File: config.mk
export PLATFORM = sky130hd
export DESIGN_NAME = alien_fleet
export DESIGN_NICKNAME = d
export VERILOG_FILES = /design/src/rtl/alien_fleet_pkg.sv /design/src/rtl/alien_fleet_edge_finder.sv /design/src/rtl/alien_fleet.sv
export SDC_FILE = /design/constraint.sdc
export NUM_CORES = 1
export LEC_CHECK = 0
export BUFFER_PORTS_ARGS = -buffer_cell sky130_fd_sc_hd__clkbuf_2
export CAP_MARGIN = 40
export CORE_UTILIZATION = 35
export CTS_CLUSTER_SIZE = 8
export DETAILED_ROUTE_END_ITERATION = 7
export GPL_TIMING_DRIVEN = 0
export PLACE_DENSITY_LB_ADDON = 0.3
export SLEW_MARGIN = 20
export SYNTH_ARGS = -nofsm -noshare
export SYNTH_HDL_FRONTEND = slang
export SYNTH_HIERARCHICAL = 1
export SYNTH_SLANG_ARGS = --single-unit
File: constraint.sdc
create_clock -name clk -period 5.4 [get_ports clk]
set_input_delay 1.08 -clock clk [delete_from_list [all_inputs] [get_ports clk]]
set_output_delay 1.08 -clock clk [all_outputs]
set_load 0.02 [all_outputs]
File: src/rtl/alien_fleet_pkg.sv
// Shared types and screen constants for the invader formation block.
package alien_fleet_pkg;
  localparam int COORD_W  = 10;
  localparam int SCREEN_W = 640;
  localparam int FLOOR_Y  = 440;

  typedef enum logic {DIR_LEFT, DIR_RIGHT} dir_e;
  typedef enum logic [1:0] {S_HOLD, S_MARCH, S_DONE} state_e;
endpackage

File: src/rtl/alien_fleet_edge_finder.sv
// Priority encoder over the alive bitmap: leftmost/rightmost live column, lowest live row.
module fleet_edge_finder #(
  parameter int ROWS = 4,
  parameter int COLS = 8
) (
  input  logic [ROWS*COLS-1:0]     alive,
  output logic [$clog2(COLS)-1:0]  lc,
  output logic [$clog2(COLS)-1:0]  rc,
  output logic [$clog2(ROWS)-1:0]  lr
);
  localparam int CLW = $clog2(COLS);
  localparam int RW  = $clog2(ROWS);

  logic [COLS-1:0] col_any;
  logic [ROWS-1:0] row_any;

  always_comb begin
    col_any = '0;
    row_any = '0;
    for (int r = 0; r < ROWS; r++) begin
      row_any[r] = |alive[r*COLS +: COLS];
      for (int c = 0; c < COLS; c++)
        if (alive[r*COLS+c]) col_any[c] = 1'b1;
    end
  end

  always_comb begin
    lc = '0;
    rc = '0;
    lr = '0;
    for (int c = COLS-1; c >= 0; c--)
      if (col_any[c]) lc = CLW'(c);
    for (int c = 0; c < COLS; c++)
      if (col_any[c]) rc = CLW'(c);
    for (int r = 0; r < ROWS; r++)
      if (row_any[r]) lr = RW'(r);
  end
endmodule

File: src/rtl/alien_fleet.sv
// Invader formation: march/drop timing, per-cell hit detection, win/lose flags.
module alien_fleet import alien_fleet_pkg::*; #(
  parameter int ROWS     = 4,
  parameter int COLS     = 8,
  parameter int ALIEN_W  = 32,
  parameter int ALIEN_H  = 16,
  parameter int PITCH_X  = 48,
  parameter int PITCH_Y  = 32,
  parameter int STEP_X   = 4,
  parameter int DROP_Y   = 16,
  parameter int MOVE_DIV = 2500000,
  parameter int START_X  = 64,
  parameter int START_Y  = 48
) (
  input  logic                     clk,
  input  logic                     reset,
  input  logic                     enable,
  input  logic                     proj_active,
  input  logic [9:0]               proj_x,
  input  logic [9:0]               proj_y,
  output logic                     collision,
  output logic [$clog2(ROWS)-1:0]  hit_row,
  output logic [$clog2(COLS)-1:0]  hit_col,
  output logic [9:0]               fleet_x,
  output logic [9:0]               fleet_y,
  output logic [ROWS*COLS-1:0]     alive,
  output logic                     all_dead,
  output logic                     reached_floor
);
  localparam int N     = ROWS*COLS;
  localparam int RW    = $clog2(ROWS);
  localparam int CLW   = $clog2(COLS);
  localparam int CNT_W = $clog2(MOVE_DIV+1);
  localparam int XW    = COORD_W + 1;

  state_e             state, state_nx;
  dir_e               dir;
  logic [CNT_W-1:0]   cnt;
  logic               hit_lock, drop_pend;
  logic [CLW-1:0]     lc, rc;
  logic [RW-1:0]      lr;
  logic [XW-1:0]      px, py, fx, fy;
  logic [COLS-1:0]    col_hit;
  logic [ROWS-1:0]    row_hit;
  logic               hit_any, hit_v, step, need_drop, floor_hit, dead_now;
  logic [RW-1:0]      hit_r;
  logic [CLW-1:0]     hit_c;
  logic [N-1:0]       hit_mask;
  logic [XW-1:0]      right_edge, left_edge, bottom_edge;

  fleet_edge_finder #(.ROWS(ROWS), .COLS(COLS)) u_edges (
    .alive (alive),
    .lc    (lc),
    .rc    (rc),
    .lr    (lr)
  );

  // 11-bit working copies so edge sums never wrap
  assign px = {1'b0, proj_x};
  assign py = {1'b0, proj_y};
  assign fx = {1'b0, fleet_x};
  assign fy = {1'b0, fleet_y};

  for (genvar c = 0; c < COLS; c++) begin : g_col
    logic [XW-1:0] cx;
    assign cx         = fx + XW'(c*PITCH_X);
    assign col_hit[c] = (px >= cx) && (px < cx + XW'(ALIEN_W));
  end

  for (genvar r = 0; r < ROWS; r++) begin : g_row
    logic [XW-1:0] ry;
    assign ry         = fy + XW'(r*PITCH_Y);
    assign row_hit[r] = (py >= ry) && (py < ry + XW'(ALIEN_H));
  end

  // Cells never overlap, so at most one term fires
  always_comb begin
    hit_any  = 1'b0;
    hit_r    = '0;
    hit_c    = '0;
    hit_mask = '0;
    for (int r = 0; r < ROWS; r++)
      for (int c = 0; c < COLS; c++)
        if (row_hit[r] && col_hit[c] && alive[r*COLS+c]) begin
          hit_any             = 1'b1;
          hit_r               = RW'(r);
          hit_c               = CLW'(c);
          hit_mask[r*COLS+c]  = 1'b1;
        end
  end

  assign hit_v       = hit_any && proj_active && !hit_lock && (state == S_MARCH);
  assign dead_now    = (alive == '0);
  assign step        = (state == S_MARCH) && (cnt == CNT_W'(MOVE_DIV-1)) && !dead_now;
  assign right_edge  = fx + XW'(rc) * XW'(PITCH_X) + XW'(ALIEN_W + STEP_X);
  assign left_edge   = fx + XW'(lc) * XW'(PITCH_X);
  assign need_drop   = (dir == DIR_RIGHT) ? (right_edge > XW'(SCREEN_W))
                                          : (left_edge < XW'(STEP_X));
  assign bottom_edge = fy + XW'(lr) * XW'(PITCH_Y) + XW'(ALIEN_H);
  assign floor_hit   = drop_pend && (bottom_edge >= XW'(FLOOR_Y));

  always_ff @(posedge clk) begin
    if (!reset) state <= S_HOLD;
    else        state <= state_nx;
  end

  always_comb begin
    state_nx = state;
    case (state)
      S_HOLD:  if (enable)  state_nx = S_MARCH;
      S_MARCH: if (!enable) state_nx = S_HOLD;
      default: state_nx = state;
    endcase
    if (state != S_DONE && (dead_now || floor_hit)) state_nx = S_DONE;
  end

  always_ff @(posedge clk) begin
    if (!reset) begin
      alive         <= '1;
      fleet_x       <= 10'(START_X);
      fleet_y       <= 10'(START_Y);
      dir           <= DIR_RIGHT;
      cnt           <= '0;
      collision     <= 1'b0;
      hit_row       <= '0;
      hit_col       <= '0;
      hit_lock      <= 1'b0;
      drop_pend     <= 1'b0;
      all_dead      <= 1'b0;
      reached_floor <= 1'b0;
    end else begin
      collision <= 1'b0;
      drop_pend <= 1'b0;
      if (state != S_DONE) begin
        if (!proj_active) hit_lock <= 1'b0;
        if (hit_v) begin
          alive     <= alive & ~hit_mask;
          collision <= 1'b1;
          hit_row   <= hit_r;
          hit_col   <= hit_c;
          hit_lock  <= 1'b1;
        end
        if (state == S_MARCH)
          cnt <= (cnt == CNT_W'(MOVE_DIV-1)) ? '0 : cnt + 1'b1;
        // Step uses pre-hit positions; both commit on this edge
        if (step) begin
          if (need_drop) begin
            fleet_y   <= fleet_y + 10'(DROP_Y);
            dir       <= (dir == DIR_RIGHT) ? DIR_LEFT : DIR_RIGHT;
            drop_pend <= 1'b1;
          end else if (dir == DIR_RIGHT) begin
            fleet_x <= fleet_x + 10'(STEP_X);
          end else begin
            fleet_x <= fleet_x - 10'(STEP_X);
          end
        end
        all_dead <= dead_now;
        if (floor_hit) reached_floor <= 1'b1;
      end
    end
  end
endmodule

==> results.cfg <==
[timing]
fmax_ghz = 0.1969
min_period_over_period_pct = 94.07
fin_hold_ws_ns = 0.4861
hold_viol = 0
slew_headroom_pct = 50.30
rsz0062_at_grt = yes
setup_viol = 0
period_minus_slack_ns = 5.080
worstMarginPinSlew_ns = 0.7456
setup_ws_ns = 0.3204
slew_violations = 0
clock_skew_ns = 0.006056

[place]
portBuffers = 76
place.gp.congestion = 0.9714
dp_slack_ns = 0.005488
dp_hpwl_um = 22300

[synthesis]
synth_compound_area_share_pct = 23.81
ys_ff_latch = 81
ys_warn_count = 6
muxShareOfSynthArea_pct = 0.6466
avgSynthCellArea_um2 = 8.228
synth_area_mm2 = 0.009289
synthSimpleGateAreaFrac_pct = 18.80
yosysSeqAreaShare_pct = 17.46
synthFlopType = dfxtp_1
synth-xor-area-share_pct = 9.523
synth_top_area_cell = ha_1
async_flop_share_pct = 0
synthTopCellsByArea = ha_1, dfxtp_1, xnor2_1
synth_top_family_by_area = compound AO/OA/AOI/OAI gates
synth_fa_ha_area_share_pct = 23.73
synthCells = 1129
ys_types = 92
netlist.area_leader.share_pct = 22.76
synth-edff-count = 0

[cts]
cts_tree = built
cts_buffer_depth = 2
htree_levels = 3
clk_pin_slew_ns = 0.07
cts_inserted_buffers = 9
insertion_delay_ns = 0.35
cts_root_buf = clkbuf_16
numClockSinks = 81

[finish]
final_common_cell = ha_1
synthToLayoutAreaGrowth_pct = 13.91
final_cell_mix = ha_1, nor2_1, inv_1, dfxtp_1
final_nets = 1424
num_antenna_cells = 0
drive_gt1_share_pct = 12.99

[drt]
routed_via_density = 5.666
via_count = 8879
detail-route-antenna-nets = 0
drt-wirelength-per-cell_um = 18.48
route.detailed.drc = 0
drt-total-wl_um = 28960
firstDrtPassIters = 5
drt-initial-drc-count = 613

[setup_path]
cp_max_fo = 11
worstSetupPathType = flip-flop to flip-flop
startpoint_type = flip-flop
crit_arrival_ns = 5.32
crit_required_ns = 5.64
end_kind = flip-flop

[power_and_ir_drop]
p_leak_nw = 4.529
power.density_mw_per_mm2 = 164.4
total_power_w = 0.001740
vdd_drop_max_mv = 0.1589

[global_route]
grt_max_degree = 17
grt.total_usage_pct = 21.74
grt_pass1_wl_um = 45770
gr-total-overflow = 0
antenna_found_initial = 0
grt_pass1_vias = 8351

[die]
die_h_um = 164.9
die_w_um = 164.9
core_area_mm2 = 0.02606
die-area_mm2 = 0.02720
start_util_pct = 35.65
pin_count = 84
rows = 59

[run]
cap_viol_max_count = 0

[run_status]
status = completed

[worst_hold_path]
min_path_type = flip-flop to flip-flop
synth_stat cells (7+ instances only):
cell type    n
ha_1       169
nor2_1      84
inv_1       83
dfxtp_1     81
nand2_1     76
xnor2_1     71
a21oi_1     60
nand3_1     39
o21ai_0     39
xor2_1      30
nor4_1      24
a21o_1      20
a32oi_1     19
clkbuf_1    19
and2_1      18
nor3_1      18
o21a_1      16
nor2b_1     15
o32a_1      14
a211oi_1    12
nand4_1     12
buf_2        9
buf_4        9
nand2b_1     8
o21bai_1     8
a221oi_1     7
a31oi_1      7
o211ai_1     7
logic make-up (layout without fill, tap and decap cells):
family | Yosys count | in the layout
xor+xnor | 101 | 101
other cells | 1 | 6
compound gates | 294 | 294
buf+inv | 130 | 228
flops | 81 | 81
simple gates | 342 | 342
mux | 6 | 6
fa+ha+maj | 174 | 174
state kept, by name (all words and copies together), names as in the netlist, 2 cells and up:
signal,cells
fleet_y,6
alive,32
fleet_x,8
hit_row,2
hit_col,3
state,2
cnt,22
worst paths after layout:
path / startpoint / to / slack (ns) / cells past startpoint
min: hit_lock$_SDFFE_PN0P_ / hit_lock$_SDFFE_PN0P_ / 0.49 / 2
min reg2reg: hit_lock$_SDFFE_PN0P_ / hit_lock$_SDFFE_PN0P_ / 0.49 / 2
max reg2reg: fleet_x[6]$_SDFFE_PN1P_ / alive[22]$_SDFFE_PN1P_ / 0.32 / 17
max: fleet_x[6]$_SDFFE_PN1P_ / alive[22]$_SDFFE_PN1P_ / 0.32 / 17
area by class of cell:
type,count,area (µm²)
fill,2687,15480
multi-input combinational,923,7179
sequential,81,1624
timing repair buffer,82,426.7
tap,335,419.2
inverter,89,334.1
clock buffer,10,239.0
buffer,41,221.5
clock inverter,6,137.6
per-layer routing:
metal	GRT usage, %	part of all wire (%)	vias to the layer above	wire, µm
met2	35.68	46	284	13250
met5	0	0	-	0
met4	6.214	2.3	0	660
met3	3.189	5.9	53	1703
met1	29.30	46	4200	13340
li1	-	-	4342	-
power breakdown:
group	total (W)	internal, W	switching (W)
clock	0.000782	0.000514	0.000268
combinational	0.000348	0.000131	0.000217
sequential	0.000611	0.000603	0.00000729
total	0.00174	0.00125	0.000492
stage by stage:
step / util, % / setup TNS [ns] / area [µm²] / cells
after CTS: 40.33 / 0 / 10510 / 1563
after global routing: 40.61 / -0.01130 / 10580 / 1567
after global placement: 38.79 / -2.368 / 10110 / 1545
final: 40.61 / 0 / 10580 / 1567
after detailed placement: 38.86 / 0 / 10130 / 1547
after floorplan: - / 0 / 9308 / 1134
timing repair:
action,4_1_cts,5_1_grt
hold buffers,0,0
resized for setup,1,9
setup buffers,0,3
pin swaps,0,2
endpoints found under the hold margin,0,0
endpoints found under the setup margin,6,51
critical path, cell delays in order (launching register included):
cell and delay [ns]:
dfxtp_2 0.55, buf_2 0.30, inv_1 0.22, ha_1 0.26
a21bo_1 0.21, xnor2_1 0.41, nand2_1 0.12, xor2_1 0.16
ha_1 0.20, or4_1 0.47, a21o_1 0.22, a211oi_1 0.56
or2_1 0.29, o41ai_4 0.13, nand4_1 0.20, nand2b_1 0.12
buf_4 0.19, o32a_1 0.33
Note: power is estimated with default switching activity, not from simulation.
